<file path="src/rtl/serial_subtractor_ctrl.sv">
// Bit-serial WIDTH-bit subtractor sequencer (diff = a_in - b_in).
// Optional zero flag output enabled by defining SERSUB_ZERO_FLAG_EN.
module serial_subtractor_ctrl #(
  parameter int WIDTH = 8,
  parameter int CNT_W = $clog2(WIDTH + 1)
) (
  input  logic             clk,
  input  logic             rst_n,
  input  logic             start,
  input  logic [WIDTH-1:0] a_in,
  input  logic [WIDTH-1:0] b_in,
  output logic             busy,
  output logic             done,
  output logic [WIDTH-1:0] diff,
  output logic             borrow_out
`ifdef SERSUB_ZERO_FLAG_EN
  ,
  output logic             zero
`endif
);

  typedef enum logic [1:0] {
    IDLE  = 2'd0,
    SHIFT = 2'd1,
    DONE  = 2'd2
  } state_e;

  localparam logic [CNT_W-1:0] LAST = CNT_W'(WIDTH - 1);

  state_e           state_q, state_d;
  logic [WIDTH-1:0] a_q, a_d;
  logic [WIDTH-1:0] b_q, b_d;
  logic [WIDTH-1:0] res_q, res_d;
  logic [WIDTH-1:0] diff_q, diff_d;
  logic [CNT_W-1:0] cnt_q, cnt_d;
  logic             bfl_q, bfl_d;
  logic             bout_q, bout_d;
`ifdef SERSUB_ZERO_FLAG_EN
  logic             or_q, or_d;
  logic             zero_q, zero_d;
`endif

  logic a0, b0;
  logic hs1_d, hs1_b;
  logic hs2_d, hs2_b;
  logic bo;

  // One bit slice: two half-subtractors chained through the borrow flop.
  always_comb begin
    a0    = a_q[0];
    b0    = b_q[0];
    hs1_d = a0 ^ b0;
    hs1_b = ~a0 & b0;
    hs2_d = hs1_d ^ bfl_q;
    hs2_b = ~hs1_d & bfl_q;
    bo    = hs1_b | hs2_b;
  end

  // Next-state, datapath and result capture.
  always_comb begin
    state_d = state_q;
    a_d     = a_q;
    b_d     = b_q;
    res_d   = res_q;
    diff_d  = diff_q;
    cnt_d   = cnt_q;
    bfl_d   = bfl_q;
    bout_d  = bout_q;
`ifdef SERSUB_ZERO_FLAG_EN
    or_d    = or_q;
    zero_d  = zero_q;
`endif
    unique case (state_q)
      IDLE: begin
        if (start) begin
          state_d = SHIFT;
          a_d     = a_in;
          b_d     = b_in;
          res_d   = '0;
          cnt_d   = '0;
          bfl_d   = 1'b0;
`ifdef SERSUB_ZERO_FLAG_EN
          or_d    = 1'b0;
`endif
        end
      end
      SHIFT: begin
        a_d   = a_q >> 1;
        b_d   = b_q >> 1;
        res_d = {hs2_d, res_q[WIDTH-1:1]};
        bfl_d = bo;
        cnt_d = cnt_q + CNT_W'(1);
`ifdef SERSUB_ZERO_FLAG_EN
        or_d  = or_q | hs2_d;
`endif
        if (cnt_q == LAST) begin
          state_d = DONE;
          diff_d  = {hs2_d, res_q[WIDTH-1:1]};
          bout_d  = bo;
`ifdef SERSUB_ZERO_FLAG_EN
          zero_d  = ~(or_q | hs2_d);
`endif
        end
      end
      DONE: begin
        state_d = IDLE;
      end
      default: begin
        state_d = IDLE;
      end
    endcase
  end

  // State and datapath registers with synchronous active-low reset.
  always_ff @(posedge clk) begin
    if (!rst_n) begin
      state_q <= IDLE;
      a_q     <= '0;
      b_q     <= '0;
      res_q   <= '0;
      diff_q  <= '0;
      cnt_q   <= '0;
      bfl_q   <= 1'b0;
      bout_q  <= 1'b0;
`ifdef SERSUB_ZERO_FLAG_EN
      or_q    <= 1'b0;
      zero_q  <= 1'b0;
`endif
    end else begin
      state_q <= state_d;
      a_q     <= a_d;
      b_q     <= b_d;
      res_q   <= res_d;
      diff_q  <= diff_d;
      cnt_q   <= cnt_d;
      bfl_q   <= bfl_d;
      bout_q  <= bout_d;
`ifdef SERSUB_ZERO_FLAG_EN
      or_q    <= or_d;
      zero_q  <= zero_d;
`endif
    end
  end

  assign busy       = (state_q != IDLE);
  assign done       = (state_q == DONE);
  assign diff       = diff_q;
  assign borrow_out = bout_q;
`ifdef SERSUB_ZERO_FLAG_EN
  assign zero       = zero_q;
`endif

endmodule

</file>
<file path="config.mk">
export PLATFORM = sky130hd
export DESIGN_NAME = serial_subtractor_ctrl
export DESIGN_NICKNAME = d
export VERILOG_FILES = /design/src/rtl/serial_subtractor_ctrl.sv
export SDC_FILE = /design/constraint.sdc
export NUM_CORES = 1
export LEC_CHECK = 0
export BUFFER_PORTS_ARGS = -buffer_cell sky130_fd_sc_hd__buf_2
export CORE_MARGIN = 2
export CORE_UTILIZATION = 40
export DETAILED_ROUTE_END_ITERATION = 12
export HOLD_SLACK_MARGIN = 0.05
export PLACE_DENSITY = 0.58
export SLEW_MARGIN = 25
export SYNTH_ARGS = -nofsm -noshare
export SYNTH_HDL_FRONTEND = slang
export SYNTH_SLANG_ARGS = --single-unit
</file>
<file path="constraint.sdc">
create_clock -name clk -period 1.8 [get_ports clk]
set_input_delay 0.18 -clock clk [delete_from_list [all_inputs] [get_ports clk]]
set_output_delay 0.18 -clock clk [all_outputs]
set_load 0.1 [all_outputs]
</file>
### After elaboration in Yosys (flattened, before gate mapping)

Cells that the tools add are included.

| word-level totals | value |
|---|---|
| bits in registers | 40 |
| bits of input ports | 19 |
| word-level logic and storage cells | 40 |

| operators by class | value |
|---|---|
| add/subtract/negate cells | 1 |
| equal/unequal tests | 5 |
| mux-type cells | 13 |
| bitwise logic cells | 7 |
| reductions and logical operators | 6 |

Operator list:

| operator | count |
|---|---|
| case mux 8 bit (2 select lines) | 3 |
| two-way mux 8 bit | 3 |
| case mux 4 bit (2 select lines) | 1 |
| AND reduction 2 bit | 3 |
| adder 4 x 1 -> 4 bit (second input constant) | 1 |
| equality test 4 x 3 -> 1 bit (second input constant) | 1 |
| two-way mux 2 bit | 2 |
| two-way mux 4 bit | 1 |
| inequality test 2 bit (second input constant) | 2 |
| case mux 2 bit (2 select lines) | 1 |
| nonzero test 2 bit | 2 |
| bitwise AND 1 bit | 2 |
| equality test 2 x 1 -> 1 bit (second input constant) | 1 |
| equality test 2 bit (second input constant) | 1 |
| logical NOT 2 bit | 1 |
| inverter 1 bit | 2 |
| case mux 1 bit (2 select lines) | 1 |
| XOR 1 bit | 2 |
| two-way mux 1 bit | 1 |
| OR 1 bit | 1 |

### Longest topological paths before layout

Gate-level depths: netlist (run 1).

| logic depth | value |
|---|---|
| depth after elaboration | 5 |
| gate-level depth with buffers | 5 |

### Worst setup path before layout (run 1)

Ideal clock, no wire load.

| timing path | value |
|---|---|
| path kind | reg2out |
| from | register state_q[1] |
| to | output port done |
| arrival | 1,948 ps |
| required time | 1,620 ps |
| path slack | -328 ps |
| cell stages (with the launch flop) | 5 |
| cell sequence | dfxtp_1 > buf_6 > inv_1 > buf_2 > nor2_1 |

| between the ends | value |
|---|---|
| longest elaborated chain between the ends | 1 |

Ends and longest elaborated chain:

| item | line | source |
|---|---|---|
| start, declared | 30 | `state_e state_q, state_d;` |
| start signal, assigned | 130 | `state_q <= state_d;` |
| equality test 2 bit | 146 | `assign done = (state_q == DONE);` |
| end, declared | 13 | `output logic done,` |

Every way passes these cells.

### Worst setup path in the final report (run 1)

| timing path | value |
|---|---|
| from | register cnt_q[0] |
| to | register diff_q[0] (netlist: diff[0]) |

| between the ends | value |
|---|---|
| longest elaborated chain between the ends | 2 |

Ends and longest elaborated chain:

| item | line | source |
|---|---|---|
| start, declared | 35 | `logic [CNT_W-1:0] cnt_q, cnt_d;` |
| start signal, assigned | 135 | `cnt_q <= cnt_d;` |
| equality test 4 x 3 -> 1 bit | 96 | `if (cnt_q == LAST) begin` |
| AND reduction 2 bit (no line) | -- |  |
| end signal, assigned | 134 | `diff_q <= diff_d;` |
| end, declared | 34 | `logic [WIDTH-1:0] diff_q, diff_d;` |

Every way passes these cells.
A chain may end at the register's enable or synchronous reset.

==> results of run 1 <==
==> worst register-to-register path: stages (launching register included) <==
cell and delay [ns]:
dfxtp_1 0.40, ha_1 0.21, and3b_1 0.21, and2_1 0.47, mux2i_1 0.24
==> cell usage after synthesis, types with 3 or more instances <==
cell type,n,area share
nand2_1,19,0.041
inv_1,6,0.013
o221ai_1,12,0.060
o21ai_0,13,0.037
dfxtp_1,39,0.45
a21oi_1,16,0.046
clkbuf_1,5,0.011
or3b_2,10,0.050
mux2i_1,8,0.046
buf_2,6,0.017
nor2_1,14,0.030
nor2b_1,3,0.011
a22oi_1,8,0.034
buf_4,3,0.013
==> path summary, 6_finish.rpt <==
kind | to | slack, ns | cells past startpoint
max reg2reg | diff[0]$_SDFFE_PN0P_ | 0.20 | 4
min | b_q[1]$_SDFFE_PN0P_ | 0.20 | 3
max | diff[0]$_SDFFE_PN0P_ | 0.20 | 4
min reg2reg | diff[1]$_SDFFE_PN0P_ | 0.46 | 2
==> kinds of logic after synthesis <==
kind of cell / synth area share
AOI/OAI and AO/OA: 0.2521
and+or+nand+nor: 0.1686
DFF: 0.4457
buffers and inverters: 0.06928
muxes: 0.04572
adders and majority gates: 0.01857
==> repair_timing <==
item,CTS,global route
setup endpoints to repair,2,2
gates resized for setup,1,1
buffers inserted,2,0
gates cloned,0,0
==> layout make-up <==
cell class	count	area [µm²]	share of cell area
Inverter	6	26.28	0.01282
Clock inverter	3	20.02	0.009768
Tap cell	52	65.06	0.03175
Timing Repair Buffer	37	235.2	0.1148
Sequential cell	39	782.0	0.3816
Clock buffer	5	68.82	0.03358
Multi-Input combinational cell	129	852.1	0.4157
==> power by group <==
| part | switching [mW] | total, mW | internal, mW |
|---|---|---|---|
| registers | 0.0286 | 0.929 | 0.901 |
| logic | 0.113 | 0.201 | 0.0886 |
| clock network | 0.315 | 0.584 | 0.269 |
| total | 0.456 | 1.71 | 1.26 |
==> routing by layer <==
layer  share of wire  wire, µm
met5               0         0
met4           0.020        76
met3           0.033       129
met2            0.46      1779
met1            0.49      1883
==> registers in the layout, summed over array words and instances, names as in the netlist <==
| name | count |
|---|---|
| a_q | 8 |
| b_q | 8 |
| diff | 8 |
| res_q | 7 |
| cnt_q | 4 |
| state_q | 2 |
| bfl_q | 1 |
| borrow_out | 1 |
==> stage by stage <==
step                      instance area (µm²)  std cells
after floorplan                          1754        191
after global placement                   1941        261
after detailed placement                 1941        261
after CTS                                2048        271
after global routing                     2049        271
final                                    2049        271
==> flow_summary.json, run 1 <==
{
  "antenna_found_initial": 0,
  "antenna_cells": 0,
  "status": "finished clean",
  "grtUsageMet2": 0.2624,
  "worstPathMaxFanout": 9,
  "syn-cell-area_um2": 1752,
  "cts_max_level": 2,
  "period_needed_ns": 1.599,
  "synth_cell_types": 36,
  "max-slew-margin-rel": 0.6505,
  "syn_nets": 212,
  "setup_violations": 0,
  "fin_worst_skew_ns": 0.007911,
  "holdCritPathClass": "in2reg",
  "r2r-start": "cnt_q[0]$_SDFFE_PN0P_",
  "start_kind": "register",
  "nNetsFinal": 239,
  "tightestPinTransition_ns": 0.5242,
  "grt-busiest-layer": "met2",
  "grt_start_max_net_pins": 34,
  "crit_required_ns": 2.02,
  "wire_per_inst_um": 14.28,
  "path_class": "reg2reg",
  "dieWidth_um": 70.18,
  "cts.reportedPaths.clkPinSlew_ns": 0.08,
  "yosysSeqAreaShare": 0.4457,
  "path_cells": "ha_1 -> and3b_1 -> and2_1 -> mux2i_1",
  "dp_hpwl_um": 2596,
  "syn_inst": 191,
  "path_buf_inv": 0,
  "start_util": 0.4079,
  "n_fill_cell": 448,
  "final_cell_mix": "dfxtp_1, buf_2, nand2_1, a21oi_1",
  "clockRootBuffer": "clkbuf_8",
  "rsz0062_at_grt": "false",
  "coreArea_um2": 4294,
  "setup_ws_ns": 0.2008,
  "peakVddDrop_mv": 0.4132,
  "holdBufCountCts": 0,
  "track_usage": 0.1699,
  "setup_tns_ns": 0,
  "report.final.hold_viol_count": 0,
  "wirelength_um": 3869,
  "overflow": 0,
  "synth-seq-cells": 39,
  "cp-end-kind": "register",
  "drive_above_1_share": 0.2831,
  "firstDrtPassIters": 4,
  "slowest_delay_ns": 0.47,
  "leakage_nw": 0.7919,
  "fin_util": 0.4773,
  "final_common_cell": "dfxtp_1",
  "dp_slack_ns": 0.1970,
  "power_density_nw_per_um2": 836.6,
  "worstSkewPairLatency_ns": 0.29,
  "clock_sinks": 39,
  "drv_slew": 0,
  "synth_ff_type": "dfxtp_1",
  "first_iter_violations": 84,
  "vias": 1480,
  "grt_pass1_wl_um": 6734,
  "area_growth_pct": 17.00,
  "drcViolationCount": 0,
  "clock_path_buffers": 2,
  "num_rows": 24,
  "crit_family": "simple AND/OR/NAND/NOR gates",
  "async_flop_share": 0,
  "gr-usage-met3": 0.03030,
  "cts_tree": "yes",
  "fmax_mhz": 625.3,
  "first_global_vias": 1492,
  "via_per_inst": 5.461,
  "holdWs_ns": 0.1981,
  "max_cap_violations": 0,
  "fin_crit_sh": 0.8884,
  "hp-start": "b_in[1]",
  "worst-endpoint-arrival_ns": 1.82,
  "place_congestion": 0.7307,
  "dieArea_um2": 4925,
  "ios": 30,
  "port_buffers": 29,
  "fp.dieH_um": 70.18,
  "crit_start": "cnt_q[0]$_SDFFE_PN0P_",
  "power_mw": 1.715,
  "gr-usage-met1": 0.2242,
  "yosys_warnings": 0,
  "ant_nets": 0,
  "synth_edf_count": 0,
  "numCtsBuffers": 5,
  "avgSynthCellArea_um2": 9.171,
  "worst_path_max_delay_cell": "and2_1"
}
No activity file was read; power rests on OpenSTA's default activity.
==> run 2, diff against run 1 <==
--- a/config.mk
+++ b/config.mk
@@ -8,6 +8,7 @@
 export BUFFER_PORTS_ARGS = -buffer_cell sky130_fd_sc_hd__buf_2
 export CORE_MARGIN = 2
 export CORE_UTILIZATION = 40
+export CTS_BUF_LIST = sky130_fd_sc_hd__clkbuf_16
 export DETAILED_ROUTE_END_ITERATION = 12
 export HOLD_SLACK_MARGIN = 0.05
 export PLACE_DENSITY = 0.58
==> run 2 against run 1 <==
Combinational power is essentially flat. Worst hold slack gained 0.0071 ns. Register-to-register slack is essentially flat. Final area grew 2.7%. First-iteration DRC count shrank 21%. Flip-flop and latch count is the same. Global-route usage grew 0.42 points. Total power grew 16%. Count of clock-buffer cells in the layout is the same. Wire length grew 0.57%. Clock power grew 48%. Via count grew 0.41%. Critical endpoint is now done. Largest power group unchanged.
==> flow_summary.json, run 2 (same netlist as run 1, synthesis figures left out) <==
{
  "final_common_cell": "dfxtp_1",
  "p_sw_frac": 0.2483,
  "dp_cells": 261,
  "fin_worst_skew_ns": 0.004413,
  "rrSetupSlack_ns": 0.19,
  "antenna_cells": 0,
  "clock_path_buffers": 2,
  "dpl-instance-area_um2": 1941,
  "wire_per_inst_um": 14.36,
  "fin_util": 0.4901,
  "stdcell_count": 271,
  "firstDrtPassIters": 4,
  "place_congestion": 0.7307,
  "power_switching_mw": 0.4955,
  "intPower_mw": 1.500,
  "start_util": 0.4079,
  "dieWidth_um": 70.18,
  "dp_hpwl_um": 2596,
  "tightestPinTransition_ns": 0.5290,
  "num_rows": 24,
  "comb_power_share": 0.101,
  "leakage_nw": 0.8171,
  "first_global_vias": 1499,
  "crit_required_ns": 1.62,
  "cts_tree": "yes",
  "status": "finished clean",
  "antenna_found_initial": 0,
  "fmax_mhz": 580.0,
  "ios": 30,
  "clkPwrFrac": 0.433,
  "power_density_nw_per_um2": 948.4,
  "overflow": 0,
  "clock_sinks": 39,
  "final_cell_area_um2": 2105,
  "clockRootBuffer": "clkbuf_16",
  "worstSkewPairLatency_ns": 0.29,
  "fin_crit_sh": 0.9578,
  "holdCritPathClass": "in2reg",
  "numCtsBuffers": 5,
  "cts_max_level": 2,
  "cts.reportedPaths.clkPinSlew_ns": 0.06,
  "wirelength_um": 3891,
  "worst-endpoint-arrival_ns": 1.54,
  "rsz0062_at_grt": "false",
  "setup_violations": 0,
  "ant_nets": 0,
  "drive_above_1_share": 0.2785,
  "report.final.hold_viol_count": 0,
  "max-slew-margin-rel": 0.6473,
  "via_per_inst": 5.483,
  "p_seq_frac": 0.466,
  "grt_start_max_net_pins": 34,
  "vias": 1486,
  "dieArea_um2": 4925,
  "drv_slew": 0,
  "start_kind": "register",
  "worstPathMaxFanout": 11,
  "grt_pass1_wl_um": 6810,
  "track_usage": 0.1741,
  "setup_tns_ns": 0,
  "max_cap_violations": 0,
  "cp-end-kind": "primary output",
  "nNetsFinal": 239,
  "first_iter_violations": 66,
  "drcViolationCount": 0,
  "fp.dieH_um": 70.18,
  "final_cell_mix": "dfxtp_1, buf_2, nand2_1, a21oi_1",
  "area_growth_pct": 20.14,
  "coreArea_um2": 4294,
  "peakVddDrop_mv": 0.3726,
  "period_needed_ns": 1.724,
  "path_class": "reg2out",
  "port_buffers": 29
}
-- run 2: cell types whose count changed in the layout (fill, tap and decap cells not counted) --
cell       delta
dfxtp_2       -1
clkbuf_8      -5
dfxtp_1       +1
clkbuf_16     +5
-- run 2: critical path, cell delays in order, from the launching register on --
cell	delay (ns)
dfxtp_1	0.60
clkinvlp_4	0.28
nor2_2	0.19
buf_12	0.19
-- run 2: path summary, 6_finish.rpt --
path / cells past startpoint / end / start
worst min register to register: 2 / diff[0]$_SDFFE_PN0P_ / diff[0]$_SDFFE_PN0P_
worst min-delay path: 3 / b_q[1]$_SDFFE_PN0P_ / b_in[1]
worst max-delay path: 3 / done / state_q[1]$_SDFFE_PN0P_
worst max register to register: 4 / diff[0]$_SDFFE_PN0P_ / cnt_q[0]$_SDFFE_PN0P_
-- run 2: power groups by stage --
| stage | Clock, mW | Sequential [mW] | Combinational, mW |
|---|---|---|---|
| detailed placement | 0 | 0.948 | 0.200 |
| CTS | 0.881 | 0.930 | 0.202 |
| floorplan | 0 | 0.942 | 0.149 |
| global placement | 0 | 0.947 | 0.197 |
| global route | 0.915 | 0.936 | 0.227 |
| finish | 0.865 | 0.931 | 0.201 |
-- run 2: layout make-up --
class	count	area, µm²
fill	440	2190
multi-input combinational	129	852.1
sequential	39	780.7
timing repair buffer	37	235.2
clock buffer	5	125.1
tap	52	65.06
inverter	6	26.28
clock inverter	3	20.02
-- run 2: timing repair --
| item | CTS | global route |
|---|---|---|
| endpoints found under the setup margin | 2 | 0 |
| buffers inserted | 2 | 0 |
| gates resized for setup | 1 | 0 |
| hold buffers | 0 | 0 |
-- run 2: per-layer routing --
layer  track usage  vias up  part of all wire  wire, µm
li1              -      743                 -         -
met1        0.2251      705              0.48      1864
met3       0.03896        9             0.039       153
met5             0        -                 0         0
met4        0.1004        0             0.026       100
met2        0.2667       29              0.46      1772
-- run 2: metrics by stage --
step / total power [mW] / hold slack, ns / worst slack [ns]
4_1_cts: 2.012 / 0.2111 / 0.08383
3_3_place_gp: 1.144 / 0.4403 / 0.2956
3_5_place_dp: 1.148 / 0.4440 / 0.1970
2_1_floorplan: 1.090 / 0.3882 / 0.1390
6_report: 1.996 / 0.2052 / 0.07588
5_1_grt: 2.078 / 0.2313 / 0.003187
==> run 3, diff against run 2 <==
--- a/config.mk
+++ b/config.mk
@@ -8,8 +8,9 @@
 export BUFFER_PORTS_ARGS = -buffer_cell sky130_fd_sc_hd__buf_2
 export CORE_MARGIN = 2
 export CORE_UTILIZATION = 40
-export CTS_BUF_LIST = sky130_fd_sc_hd__clkbuf_16
+export CTS_BUF_LIST = sky130_fd_sc_hd__clkbuf_2
 export DETAILED_ROUTE_END_ITERATION = 12
+export GPL_ROUTABILITY_DRIVEN = 0
 export HOLD_SLACK_MARGIN = 0.05
 export PLACE_DENSITY = 0.58
 export SLEW_MARGIN = 25
==> run 3 against run 2 <==
Maximum frequency increased by 0.36%. Final area decreased by 4.7%. Critical path depth unchanged. Highest routed layer unchanged. Worst setup slack improved by 0.0061 ns. Via count decreased by 0.81%. Count of clock-buffer cells in the layout unchanged. First-iteration DRC count increased by 11%.
==> flow_summary.json, run 3 (same netlist as run 1, synthesis figures left out) <==
{
  "crit_family": "flip-flops",
  "fin_worst_skew_ns": 0.02197,
  "holdCritPathClass": "in2reg",
  "firstDrtPassIters": 4,
  "grt_pass1_wl_um": 6741,
  "regArea_um2": 782.0,
  "setup_ws_ns": 0.08202,
  "fin_crit_sh": 0.9544,
  "dieArea_um2": 4925,
  "path_buf_inv": 2,
  "final_common_cell": "dfxtp_1",
  "overflow": 0,
  "period_needed_ns": 1.718,
  "dieWidth_um": 70.18,
  "via_per_inst": 5.439,
  "numCtsBuffers": 5,
  "hp-start": "b_in[1]",
  "hold_path_end": "b_q[1]$_SDFFE_PN0P_",
  "leakage_nw": 0.7767,
  "tightestPinTransition_ns": 0.5234,
  "r2r_cells": 4,
  "final_cell_mix": "dfxtp_1, buf_2, nand2_1, a21oi_1",
  "rrSetupSlack_ns": 0.17,
  "slowest_delay_ns": 0.53,
  "report.final.hold_viol_count": 0,
  "num_rows": 24,
  "cp-end-kind": "primary output",
  "final_cell_area_um2": 2006,
  "status": "finished clean",
  "nNetsFinal": 239,
  "clockRootBuffer": "clkbuf_2",
  "grt_start_max_net_pins": 34,
  "dpl-instance-area_um2": 1941,
  "n_fill_cell": 452,
  "ant_nets": 0,
  "wirelength_um": 3884,
  "power_density_nw_per_um2": 764.3,
  "start_util": 0.4079,
  "power_mw": 1.533,
  "first_iter_violations": 73,
  "vias": 1474,
  "clock_path_buffers": 2,
  "r2r-start": "cnt_q[0]$_SDFFE_PN0P_",
  "drv_slew": 0,
  "crit_required_ns": 1.62,
  "dp_hpwl_um": 2596,
  "drcViolationCount": 0,
  "cts_tree": "yes",
  "rsz0062_at_grt": "false",
  "area_growth_pct": 14.50,
  "antenna_found_initial": 0,
  "dp_slack_ns": 0.1970,
  "worst_path_max_delay_cell": "dfxtp_2",
  "peakVddDrop_mv": 0.3513,
  "holdBufCountCts": 0,
  "cts_max_level": 2,
  "clock_sinks": 39,
  "wire_per_inst_um": 14.33,
  "worstPathMaxFanout": 11,
  "max-slew-margin-rel": 0.6511,
  "max_cap_violations": 0,
  "cts.reportedPaths.clkPinSlew_ns": 0.22,
  "start_kind": "register",
  "port_buffers": 29,
  "drive_above_1_share": 0.2831,
  "track_usage": 0.1702,
  "whs_path_depth": 3,
  "fp.dieH_um": 70.18,
  "r2r-end": "diff[0]$_SDFFE_PN0P_",
  "setup_tns_ns": 0,
  "coreArea_um2": 4294,
  "fmax_mhz": 582.1,
  "worstSkewPairLatency_ns": 0.42,
  "multi_input_area_um2": 852.1,
  "path_class": "reg2out",
  "setup_violations": 0,
  "antenna_cells": 0,
  "worst-endpoint-arrival_ns": 1.54,
  "first_global_vias": 1490,
  "ios": 30,
  "fin_util": 0.4671,
  "path_cells": "clkinvlp_4 -> nor2_2 -> buf_12"
}
==> run 3: how the worst max path moves through the flow <==
stage | from | to | cells past startpoint
finish | state_q[1]$_SDFFE_PN0P_ | done | 3
global placement | cnt_q[0]$_SDFFE_PN0P_ | diff[0]$_SDFFE_PN0P_ | 4
floorplan | state_q[1]$_SDFFE_PN0P_ | done | 4
CTS | state_q[1]$_SDFFE_PN0P_ | done | 3
global route | state_q[1]$_SDFFE_PN0P_ | done | 3
detailed placement | cnt_q[0]$_SDFFE_PN0P_ | diff[4]$_SDFFE_PN0P_ | 4
==> run 3: layer usage <==
metal | vias up | track usage | part of all wire
li1 | 744 | - | -
met1 | 694 | 0.2269 | 0.49
met2 | 27 | 0.2603 | 0.46
met3 | 9 | 0.03030 | 0.032
met4 | 0 | 0.09402 | 0.023
met5 | - | 0 | 0
==> run 3: worst min-delay path, cell delays in order <==
cell and delay, ns:
buf_2 0.08, o22ai_1 0.06, a21oi_1 0.13
==> run 3: layout make-up <==
cell class / instances / share of cell area
multi-input cells: 129 / 0.4248
flip-flops and latches: 39 / 0.3899
repair buffers: 37 / 0.1173
well taps: 52 / 0.03244
inverters: 6 / 0.01310
clock buffers: 5 / 0.01248
clock inverters: 3 / 0.009981
==> run 3: metrics by stage <==
step                instances  hold WS [ns]
floorplan                 191        0.3882
global placement          261        0.4403
detailed placement        261        0.4440
CTS                       271       0.05924
global route              271       0.06989
finish                    271       0.06655
==> run 3: what timing repair did <==
action	in CTS	in global routing
endpoints found under the setup margin	2	0
resized for setup	2	0
setup buffers	2	0
==> run 3: where the power goes <==
part | switching (mW) | leakage (nW) | internal (mW) | total, mW
registers | 0.0286 | 0.319 | 0.903 | 0.932
clock network | 0.309 | 0.0250 | 0.0918 | 0.401
logic | 0.112 | 0.432 | 0.0886 | 0.201
total | 0.450 | 0.777 | 1.08 | 1.53
